**config.mk**
```make
export PLATFORM = sky130hd
export DESIGN_NAME = uart_cmd_master
export DESIGN_NICKNAME = d
export VERILOG_FILES = /design/src/rtl/uart_cmd_master.sv
export SDC_FILE = /design/constraint.sdc
export NUM_CORES = 1
export LEC_CHECK = 0
export CAP_MARGIN = 10
export CORE_MARGIN = 2
export CORE_UTILIZATION = 40
export CTS_BUF_LIST = sky130_fd_sc_hd__clkbuf_8
export CTS_CLUSTER_SIZE = 20
export DETAILED_ROUTE_END_ITERATION = 8
export PLACE_DENSITY = 0.61
export SLEW_MARGIN = 20
export SYNTH_ARGS = -nofsm -noshare
export SYNTH_HDL_FRONTEND = slang
export SYNTH_SLANG_ARGS = --single-unit
```
**constraint.sdc**
```tcl
create_clock -name clk_i -period 2.1 [get_ports clk_i]
set_input_delay 0.21 -clock clk_i [delete_from_list [all_inputs] [get_ports clk_i]]
set_output_delay 0.21 -clock clk_i [all_outputs]
set_load 0.02 [all_outputs]
```
**src/rtl/uart_cmd_master.sv**
```systemverilog
// uart_cmd_master
//   Serial command front-end: receives 8N1 bytes on rx_i, parses 3-byte
//   write ('W', adr, dat) or 2-byte read ('R', adr) commands and runs one
//   Wishbone master cycle per command, with an ack timeout and an
//   inter-byte frame timeout.
//
// Ports
//   clk_i       system clock, rising edge
//   rst_i       asynchronous active-low reset
//   rx_i        UART receive line, idle high, asynchronous to clk_i
//   stb_o       bus strobe, held until ack or timeout
//   we_o        1 = write cycle, 0 = read cycle
//   adr_o[7:0]  register address (held between commands)
//   dat_o[7:0]  write data (held between commands)
//   ack_i       slave acknowledge
//   busy_o      high while a command is being received or executed
//   err_o       one-cycle error pulse
//   err_code_o  cause of last error: 0 ack timeout, 1 frame timeout,
//               2 framing error, 3 overrun
module uart_cmd_master #(
  parameter int CLKS_PER_BIT  = 434,
  parameter int ACK_TIMEOUT   = 255,
  parameter int FRAME_TIMEOUT = 65535
) (
  input  logic       clk_i,
  input  logic       rst_i,
  input  logic       rx_i,
  output logic       stb_o,
  output logic       we_o,
  output logic [7:0] adr_o,
  output logic [7:0] dat_o,
  input  logic       ack_i,
  output logic       busy_o,
  output logic       err_o,
  output logic [1:0] err_code_o
);

  localparam int BIT_W = $clog2(CLKS_PER_BIT);
  localparam int ACK_W = $clog2(ACK_TIMEOUT + 1);
  localparam int FRM_W = $clog2(FRAME_TIMEOUT + 1);

  localparam logic [BIT_W-1:0] BIT_LAST  = BIT_W'(CLKS_PER_BIT - 1);
  localparam logic [BIT_W-1:0] HALF_LAST = BIT_W'(CLKS_PER_BIT / 2 - 1);
  localparam logic [ACK_W-1:0] ACK_LAST  = ACK_W'(ACK_TIMEOUT - 1);
  localparam logic [FRM_W-1:0] FRM_LAST  = FRM_W'(FRAME_TIMEOUT - 1);

  localparam logic [7:0] CMD_WRITE = 8'h57;
  localparam logic [7:0] CMD_READ  = 8'h52;

  localparam logic [1:0] ERR_ACK_TO   = 2'd0;
  localparam logic [1:0] ERR_FRAME_TO = 2'd1;
  localparam logic [1:0] ERR_FRAMING  = 2'd2;
  localparam logic [1:0] ERR_OVERRUN  = 2'd3;

  typedef enum logic [1:0] {
    RX_IDLE  = 2'd0,
    RX_START = 2'd1,
    RX_DATA  = 2'd2,
    RX_STOP  = 2'd3
  } rx_state_t;

  typedef enum logic [1:0] {
    P_IDLE    = 2'd0,
    P_GET_ADR = 2'd1,
    P_GET_DAT = 2'd2,
    P_BUS     = 2'd3
  } p_state_t;

  // ---------------------------------------------------------------------
  // Synchroniser and edge detect
  // ---------------------------------------------------------------------
  logic rx_meta_r;
  logic rx_sync_r;
  logic rx_prev_r;
  logic rx_fall_s;

  // Two-flop synchroniser plus one delayed copy for falling-edge detect.
  always_ff @(posedge clk_i or negedge rst_i) begin
    if (!rst_i) begin
      rx_meta_r <= 1'b1;
      rx_sync_r <= 1'b1;
      rx_prev_r <= 1'b1;
    end else begin
      rx_meta_r <= rx_i;
      rx_sync_r <= rx_meta_r;
      rx_prev_r <= rx_sync_r;
    end
  end

  assign rx_fall_s = rx_prev_r & ~rx_sync_r;

  // ---------------------------------------------------------------------
  // 8N1 receiver
  // ---------------------------------------------------------------------
  rx_state_t        rx_state_r;
  logic [BIT_W-1:0] bit_cnt_r;
  logic [2:0]       bit_idx_r;
  logic [7:0]       shift_r;
  logic             byte_valid_r;
  logic             frame_err_r;

  // Receiver: mid-bit sampling; emits byte_valid or frame_err as 1-cycle pulses.
  always_ff @(posedge clk_i or negedge rst_i) begin
    if (!rst_i) begin
      rx_state_r   <= RX_IDLE;
      bit_cnt_r    <= '0;
      bit_idx_r    <= 3'd0;
      shift_r      <= 8'h00;
      byte_valid_r <= 1'b0;
      frame_err_r  <= 1'b0;
    end else begin
      byte_valid_r <= 1'b0;
      frame_err_r  <= 1'b0;
      case (rx_state_r)
        RX_IDLE: begin
          bit_cnt_r <= '0;
          if (rx_fall_s) begin
            rx_state_r <= RX_START;
          end
        end
        RX_START: begin
          if (bit_cnt_r == HALF_LAST) begin
            bit_cnt_r <= '0;
            bit_idx_r <= 3'd0;
            // A start bit that has already returned high was a glitch.
            if (!rx_sync_r) begin
              rx_state_r <= RX_DATA;
            end else begin
              rx_state_r <= RX_IDLE;
            end
          end else begin
            bit_cnt_r <= bit_cnt_r + 1'b1;
          end
        end
        RX_DATA: begin
          if (bit_cnt_r == BIT_LAST) begin
            bit_cnt_r <= '0;
            shift_r   <= {rx_sync_r, shift_r[7:1]};
            if (bit_idx_r == 3'd7) begin
              rx_state_r <= RX_STOP;
            end else begin
              bit_idx_r <= bit_idx_r + 3'd1;
            end
          end else begin
            bit_cnt_r <= bit_cnt_r + 1'b1;
          end
        end
        RX_STOP: begin
          if (bit_cnt_r == BIT_LAST) begin
            bit_cnt_r  <= '0;
            rx_state_r <= RX_IDLE;
            if (rx_sync_r) begin
              byte_valid_r <= 1'b1;
            end else begin
              frame_err_r <= 1'b1;
            end
          end else begin
            bit_cnt_r <= bit_cnt_r + 1'b1;
          end
        end
        default: begin
          rx_state_r <= RX_IDLE;
          bit_cnt_r  <= '0;
        end
      endcase
    end
  end

  // ---------------------------------------------------------------------
  // Command parser and bus sequencer
  // ---------------------------------------------------------------------
  p_state_t         p_state_r;
  logic             stb_r;
  logic             we_r;
  logic [7:0]       adr_r;
  logic [7:0]       dat_r;
  logic             busy_r;
  logic             err_r;
  logic [1:0]       err_code_r;
  logic [ACK_W-1:0] ack_cnt_r;
  logic [FRM_W-1:0] frm_cnt_r;

  // Parser/sequencer FSM; every output is a register updated here.
  always_ff @(posedge clk_i or negedge rst_i) begin
    if (!rst_i) begin
      p_state_r  <= P_IDLE;
      stb_r      <= 1'b0;
      we_r       <= 1'b0;
      adr_r      <= 8'h00;
      dat_r      <= 8'h00;
      busy_r     <= 1'b0;
      err_r      <= 1'b0;
      err_code_r <= ERR_ACK_TO;
      ack_cnt_r  <= '0;
      frm_cnt_r  <= '0;
    end else begin
      err_r <= 1'b0;
      case (p_state_r)
        P_IDLE: begin
          if (frame_err_r) begin
            err_r      <= 1'b1;
            err_code_r <= ERR_FRAMING;
          end else if (byte_valid_r) begin
            frm_cnt_r <= '0;
            if (shift_r == CMD_WRITE) begin
              p_state_r <= P_GET_ADR;
              we_r      <= 1'b1;
              busy_r    <= 1'b1;
            end else if (shift_r == CMD_READ) begin
              p_state_r <= P_GET_ADR;
              we_r      <= 1'b0;
              busy_r    <= 1'b1;
            end else begin
              p_state_r <= P_IDLE;
            end
          end else begin
            p_state_r <= P_IDLE;
          end
        end
        P_GET_ADR, P_GET_DAT: begin
          // Framing error outranks a frame timeout landing in the same cycle.
          if (frame_err_r) begin
            p_state_r  <= P_IDLE;
            busy_r     <= 1'b0;
            err_r      <= 1'b1;
            err_code_r <= ERR_FRAMING;
          end else if (byte_valid_r) begin
            frm_cnt_r <= '0;
            if (p_state_r == P_GET_ADR) begin
              adr_r <= shift_r;
            end else begin
              dat_r <= shift_r;
            end
            if ((p_state_r == P_GET_ADR) && we_r) begin
              p_state_r <= P_GET_DAT;
            end else begin
              p_state_r <= P_BUS;
              stb_r     <= 1'b1;
              ack_cnt_r <= '0;
            end
          end else if (frm_cnt_r == FRM_LAST) begin
            p_state_r  <= P_IDLE;
            busy_r     <= 1'b0;
            err_r      <= 1'b1;
            err_code_r <= ERR_FRAME_TO;
          end else begin
            frm_cnt_r <= frm_cnt_r + 1'b1;
          end
        end
        P_BUS: begin
          // Ack is checked before the timeout so a last-moment ack wins.
          if (ack_i) begin
            p_state_r <= P_IDLE;
            stb_r     <= 1'b0;
            busy_r    <= 1'b0;
          end else if (ack_cnt_r == ACK_LAST) begin
            p_state_r  <= P_IDLE;
            stb_r      <= 1'b0;
            busy_r     <= 1'b0;
            err_r      <= 1'b1;
            err_code_r <= ERR_ACK_TO;
          end else begin
            ack_cnt_r <= ack_cnt_r + 1'b1;
          end
          // The receiver keeps running; anything it completes now is lost.
          // The in-flight bus cycle is never aborted by a receive error.
          if (frame_err_r) begin
            err_r      <= 1'b1;
            err_code_r <= ERR_FRAMING;
          end else if (byte_valid_r) begin
            err_r      <= 1'b1;
            err_code_r <= ERR_OVERRUN;
          end
        end
        default: begin
          p_state_r <= P_IDLE;
          stb_r     <= 1'b0;
          busy_r    <= 1'b0;
        end
      endcase
    end
  end

  assign stb_o      = stb_r;
  assign we_o       = we_r;
  assign adr_o      = adr_r;
  assign dat_o      = dat_r;
  assign busy_o     = busy_r;
  assign err_o      = err_r;
  assign err_code_o = err_code_r;

endmodule

```
==> results of run 1 <==
## cells in the final DEF (no fill, tap or decap), types with 3 or more instances in the layout
cell	n
nor4_2	3
and2_1	3
nor2_1	40
clkbuf_8	9
or2_2	4
o211ai_1	4
dfrtp_1	72
o21ai_0	7
nor2b_1	8
buf_4	21
or4_1	3
nor4_1	4
xnor2_1	12
and3_1	4
mux2_2	28
inv_1	16
nand2_1	20
xor2_1	11
ha_1	11
o21bai_1	4
dfstp_2	3
o31ai_1	3
nand4b_1	3
a31oi_1	5
a21oi_1	9
clkdlybuf4s50_1	24
nand3_1	19
nor3_1	8
nand4_1	8
## repair_timing
item / CTS / global route
hold endpoints to repair: 27 / 0
setup buffers: 0 / 5
gates resized for setup: 0 / 14
hold buffers: 1 / 0
endpoints found under the setup margin: 0 / 18
## cells in the mapped netlist (2+ instances only)
cell	number	share of area, %
clkbuf_1	2	0.20
dfrtp_1	72	47
nor3b_1	2	0.39
nor4_1	7	1.1
nand3_1	20	2.6
o211ai_1	4	0.78
o21ai_0	9	1.2
and2_1	3	0.49
nand4b_1	3	0.69
inv_1	17	1.7
and3_1	4	0.65
nor2b_1	8	1.3
or2_2	4	0.65
mux2_2	28	8.2
nor3_1	8	1.0
ha_1	13	4.3
or3_1	2	0.33
or4_1	3	0.59
nand4_1	8	1.3
mux2i_1	2	0.52
xnor2_1	12	2.7
nor4b_1	2	0.46
xor2_1	11	2.5
buf_2	3	0.39
dfstp_2	3	2.1
o31a_1	2	0.46
o21bai_1	4	0.78
nand2_1	20	2.0
o31ai_1	3	0.59
a31oi_1	5	0.82
nor2_1	40	3.9
a21oi_1	9	1.2
## sequential cells by signal, summed over array words and instances, names as in the netlist, 2 cells and up, named ones only
name / cells
bit_idx_r: 3
frm_cnt_r: 16
shift_r: 8
ack_cnt_r: 8
adr_o: 8
p_state_r: 2
err_code_o: 2
dat_o: 8
bit_cnt_r: 9
## worst max-delay path by stage
stage	end	cells past startpoint
finish	err_code_o[1]$_DFFE_PN0P_	7
global route	err_code_o[1]$_DFFE_PN0P_	7
CTS	busy_o$_DFFE_PN0P_	7
detailed placement	busy_o$_DFFE_PN0P_	7
global placement	busy_o$_DFFE_PN0P_	7
floorplan	dat_o[0]$_DFFE_PN0P_	7
## stage by stage
step	setup slack (ns)	util [%]	area, µm²	power, µW	setup TNS, ns
after CTS	0.00276	48.8	4510	2620	0
after global placement	0.0715	46.7	4320	1570	0
final	0.0472	50.0	4620	2570	0
after floorplan	0.00388	-	3830	1520	0
after global routing	-0.0226	50.0	4620	2700	-0.0345
after detailed placement	0.0287	46.7	4320	1570	0
## final cells by class
cell class | instances | share of cell area (%)
flip-flops and latches | 75 | 40.7
inverters | 17 | 1.38
clock buffers | 9 | 2.68
multi-input cells | 259 | 41.2
well taps | 129 | 3.49
repair buffers | 47 | 9.26
clock inverters | 7 | 1.30
## routing by layer
layer	vias to the layer above	global-route usage, %	part of all wire [%]
li1	1377	-	-
met1	1373	21.4	46
met2	49	24.9	49
met3	13	4.62	3.5
met4	0	3.95	1.2
met5	-	0	0
## report_power, final
group,internal (µW),switching [µW]
logic,25.7,46.5
clock network,448,585
registers,1450,12.1
total,1930,644
## cell families after synthesis
logic type | after synthesis
xor gates and xnor gates | 23
buffers and inverters | 26
AOI/OAI and AO/OA | 47
adders and majority gates | 13
muxes | 32
and+or+nand+nor | 144
DFF | 75
## critical path: cells and delay by family (launching register included)
| kind | cells | cell delay [ns] |
|---|---|---|
| AND/OR/NAND/NOR | 2 | 0.60 |
| flip-flops | 1 | 0.41 |
| buffers and inverters | 1 | 0.09 |
| multiplexers | 1 | 0.30 |
| adder cells (fa/ha/maj) | 1 | 0.13 |
| AO/OA/AOI/OAI | 2 | 0.41 |
==> results.py, run 1 <==
metrics = {
    "status": {
        "status": "completed",
    },
    "job": {
        "drv_cap": 0,
    },
    "timing": {
        "worst_pin_slew_ns": 0.535,
        "whs_ns": 0.257,
        "slew_headroom_pct": 64.3,
        "finalCritPeriodShare_pct": 97.8,
        "fin_skew_ns": 0.00553,
        "period_needed_ns": 2.05,
        "max_freq_mhz": 487,
        "drv_slew": 0,
        "setup_viol": 0,
        "hold_viol_final": 0,
    },
    "synthesis": {
        "avgSynthCellArea_um2": 10.6,
        "yosys.cell_types.count": 59,
        "synth-xor-area-share_pct": 5.26,
        "synth_compound_area_share_pct": 8.73,
        "seq_area_frac_synth_pct": 49.1,
        "synth_edf_count": 0,
        "yosys.area_share.adder_pct": 4.25,
        "syn_area_um2": 3830,
        "syn_nets": 377,
        "ys_ff_latch": 75,
        "synth-simple-area-share_pct": 20.2,
        "ys.flop_type": "dfrtp_1",
        "ys_warn_count": 0,
        "synthCells": 360,
        "async_flop_share_pct": 100,
        "synth_top_family_by_area": "simple AND/OR/NAND/NOR gates",
        "synth_mux_area_share_pct": 9.45,
    },
    "global_routing": {
        "grt_max_degree": 46,
        "grt_pass1_wl_um": 13000,
        "grt.overflow.total": 0,
        "antenna_found_initial": 0,
        "track_usage_pct": 15.8,
        "grt_pass1_vias": 2760,
    },
    "final_layout": {
        "register_area_um2": 1880,
        "final_layout_size_suffix_gt1_share_pct": 22.0,
        "fillers": 858,
        "instances_no_fill": 543,
        "multi_input_area_um2": 1910,
        "areaGrowthSynthToFinish_pct": 20.8,
        "antennaDiodeCount": 0,
        "fin_nets": 426,
    },
    "place": {
        "place_congestion": 0.846,
        "port_buffers": 25,
        "placed_cells": 521,
        "dp_hpwl_um": 5240,
    },
    "setup_path": {
        "cp_data_arrival_time_ns": 2.30,
        "critPathCaptureType": "flop",
        "crit_required_ns": 2.35,
        "r2r_slack_ns": 0.05,
        "critPathMaxStageDelay_ns": 0.51,
        "r2r_end": "err_code_o[1]$_DFFE_PN0P_",
        "worst-r2r-cell-count": 7,
        "path_max_fanout": 6,
        "crit_path_start": "frm_cnt_r[0]$_DFFE_PN0P_",
        "setup.worst_path.start_class": "flop",
        "critPathSlowestCell": "or4_4",
        "path_cells": "inv_2 > ha_4 > nand3_2 > or4_4 > o31ai_4 > o21ai_2 > mux2_4",
        "crit_type": "reg -> reg",
        "reg2reg_from": "frm_cnt_r[0]$_DFFE_PN0P_",
    },
    "floorplan": {
        "design.die.area_um2": 10400,
        "rows": 35,
        "fp.dieH_um": 102,
        "die_x_um": 102,
        "ioPinCount": 26,
        "core-area_um2": 9240,
        "start_util_pct": 41.4,
    },
    "clocking": {
        "h-tree-depth": 3,
        "cts_tree": "built",
        "clkSlewWorstSetupHoldPaths_ns": 0.09,
        "clk_latency_ns": 0.35,
        "cts_buffers": 9,
        "clock_path_buffers": 2,
        "clock-sinks": 75,
        "root_buffer": "clkbuf_8",
    },
    "drt": {
        "viasPerCell": 5.18,
        "drc": 0,
        "wl_per_cell_um": 13.7,
        "wl_um": 7410,
        "antenna_left": 0,
        "drt_iter0_markers": 105,
        "first_pass_iters": 4,
        "num_vias": 2812,
    },
    "worst_hold_path": {
        "min_path_cells": 1,
        "min_to": "rx_meta_r$_DFF_PN1_",
        "holdCritPathClass": "in -> reg",
        "hp-start": "rx_i",
    },
    "power": {
        "p_leak_uw": 0.00199,
        "ir_drop_mv": 0.376,
        "power_density_nw_per_um2": 556,
    },
}
Power figures use the tool's default switching activity.
==> run 2, diff against run 1 <==
- CORE_UTILIZATION: 40 -> 45
- PLACE_DENSITY: 0.61 -> 0.67
==> results.py, run 2 (synthesized netlist as in run 1, its figures left out) <==
metrics = {
    "clocking": {
        "clock-sinks": 75,
        "cts_tree": "built",
        "root_buffer": "clkbuf_8",
        "clkSlewWorstSetupHoldPaths_ns": 0.10,
        "cts_buffers": 9,
        "clock_path_buffers": 2,
        "clk_latency_ns": 0.35,
        "h-tree-depth": 3,
    },
    "worst_hold_path": {
        "min_path_cells": 1,
        "hp-start": "rx_i",
        "holdCritPathClass": "in -> reg",
        "min_to": "rx_meta_r$_DFF_PN1_",
    },
    "final_layout": {
        "antennaDiodeCount": 0,
        "fillers": 708,
        "areaGrowthSynthToFinish_pct": 19.5,
        "final_common_cell": "dfrtp_1",
        "fin_nets": 425,
        "final_cell_mix": "dfrtp_1, nor2_1, mux2_2, clkdlybuf4s50_1",
        "final_layout_size_suffix_gt1_share_pct": 21.3,
        "largest_reg_flops": 16,
        "reg_top3": "frm_cnt_r x16, bit_cnt_r x9",
        "regMostFlops": "frm_cnt_r",
    },
    "place": {
        "dp_hpwl_um": 5200,
        "place_congestion": 0.826,
        "pre_cts_slack_ns": 0.0449,
        "port_buffers": 25,
    },
    "drt": {
        "antenna_left": 0,
        "viasPerCell": 5.39,
        "drc": 0,
        "wl_um": 7410,
        "drt_iter0_markers": 138,
        "wl_per_cell_um": 14.3,
        "first_pass_iters": 4,
        "num_vias": 2791,
    },
    "floorplan": {
        "core-area_um2": 8220,
        "design.die.area_um2": 9260,
        "fp.dieH_um": 96.2,
        "die_x_um": 96.2,
        "start_util_pct": 46.6,
        "rows": 33,
        "ioPinCount": 26,
    },
    "setup_path": {
        "reg2reg_from": "frm_cnt_r[0]$_DFFE_PN0P_",
        "setup.worst_path.start_class": "flop",
        "crit_required_ns": 2.33,
        "cp_data_arrival_time_ns": 2.25,
        "worst-r2r-cell-count": 7,
        "crit_type": "reg -> reg",
        "critPathCaptureType": "flop",
        "r2r_slack_ns": 0.08,
        "r2r_end": "err_code_o[1]$_DFFE_PN0P_",
        "path_max_fanout": 6,
    },
    "timing": {
        "fin_skew_ns": 0.0130,
        "setup_ws_ns": 0.0838,
        "setup_tns_ns": 0,
        "hold_viol_final": 0,
        "slew_headroom_pct": 65.7,
        "worst_pin_slew_ns": 0.515,
        "setup_viol": 0,
        "drv_slew": 0,
        "max_freq_mhz": 496,
        "period_needed_ns": 2.02,
        "finalCritPeriodShare_pct": 96.0,
    },
    "power": {
        "ir_drop_mv": 0.479,
        "power_density_nw_per_um2": 580,
        "power_uw": 2650,
        "p_leak_uw": 0.00200,
    },
    "global_routing": {
        "antenna_found_initial": 0,
        "grt_pass1_vias": 2734,
        "grt_pass1_wl_um": 12800,
        "track_usage_pct": 17.6,
        "grt.overflow.total": 0,
        "grt_max_degree": 40,
    },
    "status": {
        "status": "completed",
    },
    "job": {
        "drv_cap": 0,
    },
}
==> run 2: cell types whose count changed in the layout (fill, tap and decap cells not counted), sizes merged <==
cell / delta
buf: -1
clkinvlp: -2
clkinv: +1
inv: +1
==> run 2: worst max-delay path by stage <==
stage                                   from                   endpoint  slack [ns]  cells past startpoint
floorplan           p_state_r[0]$_DFFE_PN0P_       dat_o[0]$_DFFE_PN0P_       0.004                      7
global placement    frm_cnt_r[0]$_DFFE_PN0P_         busy_o$_DFFE_PN0P_        0.09                      7
detailed placement  p_state_r[0]$_DFFE_PN0P_  frm_cnt_r[13]$_DFFE_PN0P_        0.04                      7
CTS                 p_state_r[0]$_DFFE_PN0P_  frm_cnt_r[14]$_DFFE_PN0P_        0.04                      7
global route        p_state_r[0]$_DFFE_PN0P_  frm_cnt_r[14]$_DFFE_PN0P_      -0.006                      7
finish              frm_cnt_r[0]$_DFFE_PN0P_  err_code_o[1]$_DFFE_PN0P_        0.08                      7
==> run 2: layer usage <==
metal / part of all wire [%] / vias up / routed length (µm) / GRT usage (%)
met5: 0 / - / 0 / 0
met4: 0.47 / 0 / 35 / 4.05
met3: 2.9 / 2 / 215 / 4.07
met2: 48 / 47 / 3530 / 27.7
met1: 49 / 1366 / 3620 / 24.6
li1: - / 1376 / - / -
==> run 2: area by class of cell <==
type | count | area (µm²) | area share (%)
clock buffers | 9 | 124 | 2.71
well taps | 105 | 131 | 2.87
inverters | 17 | 63.8 | 1.40
repair buffers | 46 | 420 | 9.20
clock inverters | 7 | 81.3 | 1.78
flip-flops and latches | 75 | 1880 | 41.1
multi-input cells | 259 | 1870 | 40.9
==> run 2: what timing repair did <==
item | in CTS | in global routing
gates resized for setup | 0 | 10
hold endpoints to repair | 38 | 0
hold buffers | 1 | 0
endpoints found under the setup margin | 0 | 20
setup buffers | 0 | 2
==> run 2: critical path: stages, from the launching register on <==
cell     delay [ns]
dfrtp_1        0.42
inv_2          0.08
ha_2           0.18
nand3_2        0.08
or4_4          0.52
o31ai_4        0.24
o21ai_2        0.09
mux2_4         0.30
==> run 2: power by group <==
part	total (µW)	internal, µW	switching, µW	leakage (µW)
clock network	1110	476	633	0.000104
logic	74.0	25.9	48.1	0.000898
registers	1470	1450	13.3	0.000996
==> run 2: metrics by stage <==
stage	hold slack, ns	util [%]	area [µm²]	instances
after global routing	0.255	55.6	4570	518
after CTS	0.242	55.0	4520	516
final	0.260	55.6	4570	518
after floorplan	-0.0856	-	3830	360
after global placement	0.214	52.4	4300	499
after detailed placement	0.220	52.4	4300	499
==> run 3, diff against run 2 <==
- CTS_CLUSTER_DIAMETER: not set -> 60
==> results of run 3 <==
No change in the layout: final DEF, timing and power equal those of run 2.
